## config.mk

```make
export PLATFORM = sky130hd
export DESIGN_NAME = update_filter
export DESIGN_NICKNAME = d
export VERILOG_FILES = /design/src/rtl/update_filter.sv
export SDC_FILE = /design/constraint.sdc
export NUM_CORES = 1
export LEC_CHECK = 0
export ABC_AREA = 0
export BUFFER_PORTS_ARGS = -buffer_cell sky130_fd_sc_hd__clkbuf_2
export CAP_MARGIN = 10
export CORE_AREA = 2 2 206 208
export CTS_CLUSTER_DIAMETER = 50
export DETAILED_ROUTE_END_ITERATION = 6
export DIE_AREA = 0 0 208 210
export HOLD_SLACK_MARGIN = 0.03
export PLACE_DENSITY_LB_ADDON = 0.15
export SLEW_MARGIN = 20
export SYNTH_ARGS = -nofsm -noshare
export SYNTH_HDL_FRONTEND = slang
export SYNTH_SLANG_ARGS = --single-unit
```

## constraint.sdc

```tcl
create_clock -name clk -period 2.9 [get_ports clk]
set_input_delay 0.58 -clock clk [delete_from_list [all_inputs] [get_ports clk]]
set_output_delay 0.58 -clock clk [all_outputs]
set_load 0.01 [all_outputs]
```

## src/rtl/update_filter.sv

```systemverilog
// Four-lane compaction stage: left-packs valid update words into slots 0..n-1
// and emits a thermometer valid mask (MSB = slot 0), one registered cycle later.
module update_filter #(
  parameter int LANES  = 4,
  parameter int WORD_W = 64
) (
  input  logic              clk,
  input  logic              rst,
  input  logic              last_input_in,
  input  logic [LANES-1:0]  word_in_valid,
  input  logic [WORD_W-1:0] word_in [LANES-1:0],
  output logic              last_input_out,
  output logic [LANES-1:0]  word_out_valid,
  output logic [WORD_W-1:0] word_out [LANES-1:0]
);

  localparam int CNT_W = $clog2(LANES + 1);

  // Number of set bits in mask strictly below position k.
  function automatic logic [CNT_W-1:0] count_below(input logic [LANES-1:0] mask,
                                                   input int k);
    logic [CNT_W-1:0] c;
    c = '0;
    for (int i = 0; i < LANES; i++) begin
      if (i < k && mask[i]) c = c + 1'b1;
    end
    return c;
  endfunction

  logic [CNT_W-1:0]  rank      [LANES-1:0];
  logic [CNT_W-1:0]  valid_cnt;
  logic [WORD_W-1:0] word_d    [LANES-1:0];
  logic [WORD_W-1:0] word_q    [LANES-1:0];
  logic [LANES-1:0]  valid_d;
  logic [LANES-1:0]  valid_q;
  logic              last_d;
  logic              last_q;

  genvar gi;

  // A valid lane's rank is the output slot it lands in.
  generate
    for (gi = 0; gi < LANES; gi++) begin : g_rank
      assign rank[gi] = count_below(word_in_valid, gi);
    end
  endgenerate

  assign valid_cnt = count_below(word_in_valid, LANES);

  // Each slot picks the unique valid lane whose rank equals the slot index;
  // slots with no such lane stay zero.
  generate
    for (gi = 0; gi < LANES; gi++) begin : g_slot
      always_comb begin
        word_d[gi] = '0;
        for (int k = 0; k < LANES; k++) begin
          if (word_in_valid[k] && (rank[k] == CNT_W'(gi))) begin
            word_d[gi] = word_in[k];
          end
        end
      end
    end
  endgenerate

  // Slot j is qualified by bit LANES-1-j.
  generate
    for (gi = 0; gi < LANES; gi++) begin : g_therm
      assign valid_d[LANES-1-gi] = (valid_cnt > CNT_W'(gi));
    end
  endgenerate

  assign last_d = last_input_in;

  always_ff @(posedge clk) begin
    if (rst) begin
      valid_q <= '0;
      last_q  <= 1'b0;
    end else begin
      valid_q <= valid_d;
      last_q  <= last_d;
    end
  end

  generate
    for (gi = 0; gi < LANES; gi++) begin : g_word_reg
      always_ff @(posedge clk) begin
        if (rst) begin
          word_q[gi] <= '0;
        end else begin
          word_q[gi] <= word_d[gi];
        end
      end
      assign word_out[gi] = word_q[gi];
    end
  endgenerate

  assign word_out_valid = valid_q;
  assign last_input_out = last_q;

endmodule

```

* Word level (Yosys, flattened, before mapping)
Memories as Yosys holds them, arrays and structs flattened.
Index checks and enable logic that the tools add are counted.
** Word-level totals
- Register bits after elaboration :: 5
- Memories :: 1
- Memory bits (read-only) :: 0
- Bits in writable memories :: 256
- Input port bits :: 263
- Latch bits :: 0
** Operators by class
- Order comparisons :: 4
- Bitwise logic cells :: 4
- Shifts and indexed selects :: 0
- $add $sub $neg :: 3
- Reduce and logical (&&, ||, !) cells :: 15
- $mul :: 0
- Div/mod/pow operators :: 0
- Multiplexer cells :: 24
- Equality and inequality tests :: 9
** Memories
- word_q :: depth 4, bits a word 64, rd ports 4, clocked after memory_dff 0, write ports 4, line 33 : logic [WORD_W-1:0] word_q [LANES-1:0];
** Operators by type and width (count)
- $mux W64 :: 17
- $eq A3 B2 Y1 const B :: 4
- $logic_and A1 B1 Y1 :: 12
- $add A3 B1 Y3 const B :: 3
- $logic_not A3 Y1 :: 3
- $mux W3 :: 3
- $eq A3 B1 Y1 const B :: 2
- $gt A3 B1 Y1 const B :: 2
- $gt A3 B2 Y1 const B :: 2
- $eq A1 B2 Y1 const B :: 2
- $mux W1 :: 4
- $or A1 B1 Y1 :: 4
- $eq A1 B1 Y1 const B :: 1

* Logic depth before layout (Yosys ltp)
Gate-level depths: netlist of the first run.
- Word-level depth :: 9
- Depth in mapped cells :: 12

* Least setup slack after synthesis of the first run
Ideal clock, no wire load.
- Path type :: in2reg
- Start :: input port word_in_valid[0]
- End :: memory word_q[3][10]
- Cell stages on the path :: 11
- Data arrival time :: 2.673 ns
- Path slack :: 0.157 ns
- Cell sequence :: inv_1 > ha_1 > clkbuf_1 > xnor2_1 > inv_1 > ha_1 > ha_1 > nand2_1 > clkbuf_1 > nand3_1 > a21oi_1
** RTL lines
- start, declared :: line 10 : input logic [LANES-1:0] word_in_valid,
- end, declared :: line 33

==> results.md, run 1 <==
- GR Layer Usage met3: 5.88%
- Crit share post-route: between 70% and 80%
- List of most frequent post-synthesis cells: dfxtp_1 (261), nand2_1 (197), clkbuf_1 (107)
- Met2 Usage GRT: between 40% and 50%
- Placer congestion estimate: approximately 0.84
- Largest area contributor in the netlist: dfxtp_1
- Final setup fails: 0
- Outcome: finished clean
- YS warnings: 0
- Largest cells by area after synthesis: dfxtp_1 (46%), nand2_1 (6.5%), mux2i_1 (5.7%)
- DR vias/cell: between 5 and 6
- Area share of the largest cell type after synthesis: 46.2%
- GRT busiest layer: met2
- Clock slew at the register clock pins of the worst setup and hold paths: 0.05 ns
- Max-slew violation count: 0
- Vias post-DR: 12,778
- Synth unique cells: 33
- Main synth FF type: dfxtp_1
- Dpl hpwl: 38,400 µm
- Hold Buf Count CTS: 0
- Worst Max-Slew Pin Slew: 0.786 ns
- Largest net degree at the start of global routing: 134
- Die height: 210 µm
- Worst Hold Path EP: last_input_out
- Max-Cap Viols: 0
- Synthesized area per cell: 8.71 µm²
- Crit Path Max Fanout: between 60 and 70
- Buffers on Ports: ~520
- Pre-CTS setup slack: 0.160 ns
- Normalized max-slew margin: 47.6%
- Clk sinks: 261
- Area delta synth->final: 41.7%
- GRT Util Overall: roughly a quarter
- Minimum clock period after layout: 2.17 ns
- Critical Path AT: 2.56 ns
- Total CTS buffers: 40
- # IOs: 524
- PnR worst setup slack: 0.732 ns
- Drt first pass iters: 5
- Hold path start: last_input_in
- Final Hold Vio Count: 0
- Met1 Resource Use GR: 30.7%
- CP Launch Type: primary input
- Clock Path Buffers: 3
- Worst hold stages: 2
- Placement Rows: 75
- Initial DRC Count: 1,055
- Peak VDD IR: 382 µV
- Critical path endpoint category: flip-flop
- Count leader, synth: dfxtp_1
- CTS H-tree lvls: 2
- DIE WIDTH: 208 µm
- Die footprint: about 44,000 µm²
- Layout cells sized above 1: 36.8%
- Core Box Area: 41,500 µm²
- Gate Count Post-Synth: 1,297
- Ys async rst share: 0%
- Antenna-violating nets left: 0
- CTS Root Cell: clkbuf_16
- Post-synth EDFFs: 0
- Synthesized flop and latch total: 261
- Final wirelength: about 56,000 µm
- Syn nets: 1,569
- Seq/Total Area, Yosys: 46.2%
- Initial core utilization: 27.2%
- Setup repair after global routing missed its margin: no
- Setup TNS: 0 ns
- Vias in the first global route: 12,695
- Post-CTS sizing: 0
- Total Power: 10,800 µW
- DR WL/cell: around 24 µm
- Mapped Area: roughly 11,000 µm²
- First-pass GRT wire length: 82,600 µm
- WS Path Type: primary input to flip-flop
- Min-delay worst type: primary input to flip-flop
- Nets@finish: about 2,000
- DRC: 0
- Global route total overflow: 0
- Max Fclk: 0.461 GHz
- CTS tree: yes
- CP required: 3.30 ns
- P per Cell Area: 672 nW/µm²
- Initial antenna violation count: 2
- LEAKAGE: 0.00696 µW
- Setup bufs post-CTS: 0
-- sequential cells by signal (all words and copies together), names as in the netlist --
signal          count
last_input_out      1
word_q            256
word_out_valid      4
-- metrics by stage --
step                instances  cell area, µm²  utilization [%]  hold slack, ns
detailed placement       2249           14600             35.2           0.825
global placement         2249           14600             35.2           0.839
floorplan                1297           11300                -           0.708
CTS                      2322           16000             38.6           0.224
finish                   2323           16000             38.6           0.259
global route             2323           16000             38.6           0.258
-- report_power, final --
group          internal (µW)  leakage [µW]  total, µW  switching (µW)
Combinational            676       0.00415       1800            1130
Clock                   3130      0.000671       5060            1930
Sequential              3820       0.00214       3890            73.0
-- layout make-up --
type                    count  area (µm²)
inverters                   9        33.8
diodes                      1        2.50
clock inverters            23         269
clock buffers              50        1120
fillers                  4287       25500
well taps                 539         674
repair buffers            566        3220
flip-flops and latches    261        5230
multi-input cells         874        5470
-- routing by layer --
metal	part of all wire (%)	routed length, µm
met1	41	23000
met2	49	27400
met3	8.2	4650
met4	2.4	1350
met5	0.030	17
-- logic make-up (layout without fill, tap and decap cells) --
kind of cell	Yosys count	count (layout)	synth area share, %
adders and majority gates	9	9	0.996
DFF	261	261	46.2
buffers and inverters	162	648	6.26
xor gates and xnor gates	1	1	0.0775
muxes	65	65	5.77
and+or+nand+nor	472	472	19.6
AOI/OAI and AO/OA	327	327	21.0
other	0	1	0
-- cells in the final DEF, fill, tap and decap left out, types with 4 or more instances in the layout --
master,Yosys,routed
clkinv_2,0,5
inv_2,2,4
clkbuf_8,0,6
inv_6,0,5
nand3_1,65,64
dfxtp_1,261,261
ha_1,9,6
a31oi_1,65,65
nor4_1,64,64
and3_1,66,64
bufinv_16,0,4
a221oi_1,64,64
buf_4,0,22
inv_1,7,5
a21oi_1,64,64
clkinvlp_4,0,5
clkbuf_2,0,521
nor2_1,66,66
a211oi_1,66,66
buf_12,0,22
o32ai_1,64,64
mux2i_1,64,64
clkbuf_16,0,41
nand2_1,197,195
-- worst max-delay path: stages --
cell and delay (ns):
clkbuf_2 0.15, inv_1 0.17, ha_2 0.33, xnor2_1 0.21, inv_1 0.09, ha_1 0.19
ha_1 0.23, and2_2 0.20, buf_12 0.22, nand2_1 0.12, a21oi_1 0.06
-- how the worst max path moves through the flow --
stage                                start            end  slack [ns]  depth (start not counted)
after floorplan           word_in_valid[0]  word_q[3][10]        0.16                         11
after global placement    word_in_valid[0]  word_q[3][21]        0.19                         11
after detailed placement  word_in_valid[0]  word_q[0][45]        0.16                         10
after CTS                 word_in_valid[0]   word_q[0][2]        0.75                         10
after global routing      word_in_valid[0]   word_q[0][2]        0.62                         10
final                     word_in_valid[0]  word_q[3][47]        0.73                         11
Note: power is estimated with default switching activity, not from simulation.
==> run 2, diff against run 1 <==
ABC_AREA = 1   (was 0)
clock period = 1.8 ns   (was 2.9 ns; I/O delays follow)
==> run 2 against run 1 <==
Sequential cell count unchanged. Synthesized cell count increased by 34%. Worst hold slack got worse by 0.20 ns. Non-clock buffer count increased by 25. Power is 62% higher. Via count grew 5.1%. Cell count is 20% higher. Clock-buffer cell count is the same. Utilization is 2.4 points higher. Highest routed layer is now met4.
==> results.md, run 2 <==
- Most common cell after layout, fill and taps aside: clkbuf_2
- Combinational power share: roughly 17%
- Max Fclk: between 0.6 and 0.7 GHz
- Hold path start: last_input_in
- Die footprint: ~44,000 µm²
- Syn nets: 2,014
- CP Depth: 13
- Critical path endpoint category: flip-flop
- CP required: 2.26 ns
- Antenna-violating nets left: 0
- Clock Path Buffers: 3
- YS warnings: 0
- GR Layer Usage met3: 6.02%
- GRT Util Overall: 22.5%
- # IOs: 524
- Crit path buf inv count: 5
- Met1 Resource Use GR: 27.3%
- Post-synth EDFFs: 0
- Initial DRC Count: 755
- Outcome: finished clean
- Final wirelength: 50,900 µm
- Initial antenna violation count: 1
- Placer congestion estimate: roughly 0.83
- Final Hold Vio Count: 0
- Dpl hpwl: 36,000 µm
- Largest area contributor in the netlist: dfxtp_1
- Die height: 210 µm
- Area share of the largest cell type after synthesis: 43.8%
- DR vias/cell: 4.80
- Worst path slowest cell: ha_1
- Vias in the first global route: 13,094
- Peak VDD IR: around 630 µV
- Clk sinks: 261
- Synthesized area per cell: 6.85 µm²
- Int Pwr: 12,500 µW
- DIE WIDTH: 208 µm
- CP Launch Type: primary input
- Placement Rows: 75
- Max-Cap Viols: 0
- DR WL/cell: 18.2 µm
- Synthesized flop and latch total: 261
- Switch Pwr: 4950 µW
- Fill cells: 4,402
- Largest cells by area after synthesis: dfxtp_1 (44%), o21ai_0 (10%), nor2_1 (9.9%)
- Largest register FFs: 256
- Clock share of power: 46.9%
- Mapped Area: 11,900 µm²
- Buffers on Ports: 523
- Delay-heaviest family, CP: adder cells
- Final Non-Filler Cells: 2,799
- Clock slew at the register clock pins of the worst setup and hold paths: 0.06 ns
- Pre-CTS setup slack: -0.381 ns
- GRT busiest layer: met2
- Largest net degree at the start of global routing: 106
- Commonest non-fill, non-tap cells in the layout: clkbuf_2 (523), nor2_1 (316), nand2_1 (274)
- PnR worst setup slack: 0.148 ns
- Max-slew violation count: 0
- Seq/Total Area, Yosys: a little over two fifths
- Multi-input combinational cell area: roughly 5600 µm²
- Global route total overflow: 0
- WS Path Type: primary input to flip-flop
- Core Box Area: 41,500 µm²
- Total CTS buffers: 40
- CTS H-tree lvls: 2
- DRC: 0
- Gate Count Post-Synth: 1,742
- Storage cell area: 5230 µm²
- P per Cell Area: 1030 nW/µm²
- Worst Hold Path EP: last_input_out
- List of most frequent post-synthesis cells: nor2_1 (316), nand2_1 (281), dfxtp_1 (261), o21ai_0 (238), inv_1 (139)
- Design area: around 17,000 µm²
- Initial core utilization: 28.8%
- Hold slack: slightly above 0.06 ns
- Setup repair after global routing missed its margin: no
- Min-delay worst type: primary input to flip-flop
- Setup bufs post-CTS: 0
- Flop pwr share: 36.1%
- Post-Place Cells: 2,718
- Drt first pass iters: 6
- Placed Area: about 16,000 µm²
- Synth unique cells: 21
- Count leader, synth: nor2_1
- Minimum clock period after layout: 1.65 ns
- Post-CTS sizing: 0
- Vias post-DR: 13,435
- Register name with the most flops: word_q
- Crit Path Max Fanout: 54
- LEAKAGE: 0.00818 µW
- Met2 Usage GRT: between 30% and 40%
- Main synth FF type: dfxtp_1
- Nets@finish: 2,502
- Final setup fails: 0
- Worst hold stages: 3
- Largest stage delay, worst path: around 0.33 ns
- First-pass GRT wire length: 77,300 µm
- Worst Max-Slew Pin Slew: 0.485 ns
- CTS Root Cell: clkbuf_16
- Normalized max-slew margin: 67.7%
- Critical Path AT: 2.11 ns
- Area delta synth->final: 42.6%
- Crit share post-route: 91.8%
- Switching Fraction: 28.4%
- Ys async rst share: 0%
- CTS tree: yes
- Crit-path cells: clkbuf_2, inv_2, ha_1, inv_1, nand2_1, nand2_2, inv_2, ha_4, ha_4, nand2_4, buf_12, o21ai_1, a21oi_1
- Layout cells sized above 1: 30.0%
==> run 2: layer usage <==
metal	part of all wire (%)	vias up
met1	41	6173
met2	48	566
met4	2.3	0
li1	-	6626
met5	0	-
met3	8.2	70
==> run 2: worst max path at each step <==
stage                    end        startpoint  slack, ns
2_1_floorplan   word_q[3][0]  word_in_valid[0]      -0.18
3_3_place_gp   word_q[0][21]  word_in_valid[0]      -0.39
3_5_place_dp   word_q[3][53]  word_in_valid[0]      -0.38
4_1_cts         word_q[0][3]  word_in_valid[0]       0.20
5_1_grt        word_q[0][23]  word_in_valid[0]      0.001
6_report       word_q[3][45]  word_in_valid[0]       0.15
==> run 2: cell families after synthesis <==
group | share of synthesized area, %
compound gates | 22.9
fa+ha+maj | 0.943
buf+inv | 10.3
flops | 43.8
simple gates | 22.1
==> run 2: power by group through the flow <==
stage | Sequential, µW | Clock (µW) | Combinational (µW)
floorplan | 6600 | 0 | 1400
global placement | 6430 | 0 | 2940
detailed placement | 6430 | 0 | 2960
CTS | 6310 | 8400 | 2990
global route | 6330 | 8620 | 3280
finish | 6300 | 8190 | 2960
==> run 2: final cells by class <==
class	instances	share of cell area, %
multi-input combinational	1193	33.0
sequential	261	30.7
timing repair buffer	591	20.9
clock buffer	50	6.58
tap	539	3.96
inverter	143	3.18
clock inverter	21	1.65
antenna	1	0.0147
==> run 2: through the flow <==
step                      TNS [ns]  util, %  power (µW)
after floorplan             -28.02        -        8000
after global placement      -84.70     37.4        9370
after detailed placement    -83.77     37.4        9390
after CTS                        0     41.0       17700
after global routing             0     41.0       18200
final                            0     41.0       17400
==> run 2: what timing repair did <==
| item | 4_1_cts | 5_1_grt |
|---|---|---|
| setup endpoints to repair | 0 | 0 |
| hold endpoints to repair | 9 | 0 |
| hold buffers | 9 | 0 |
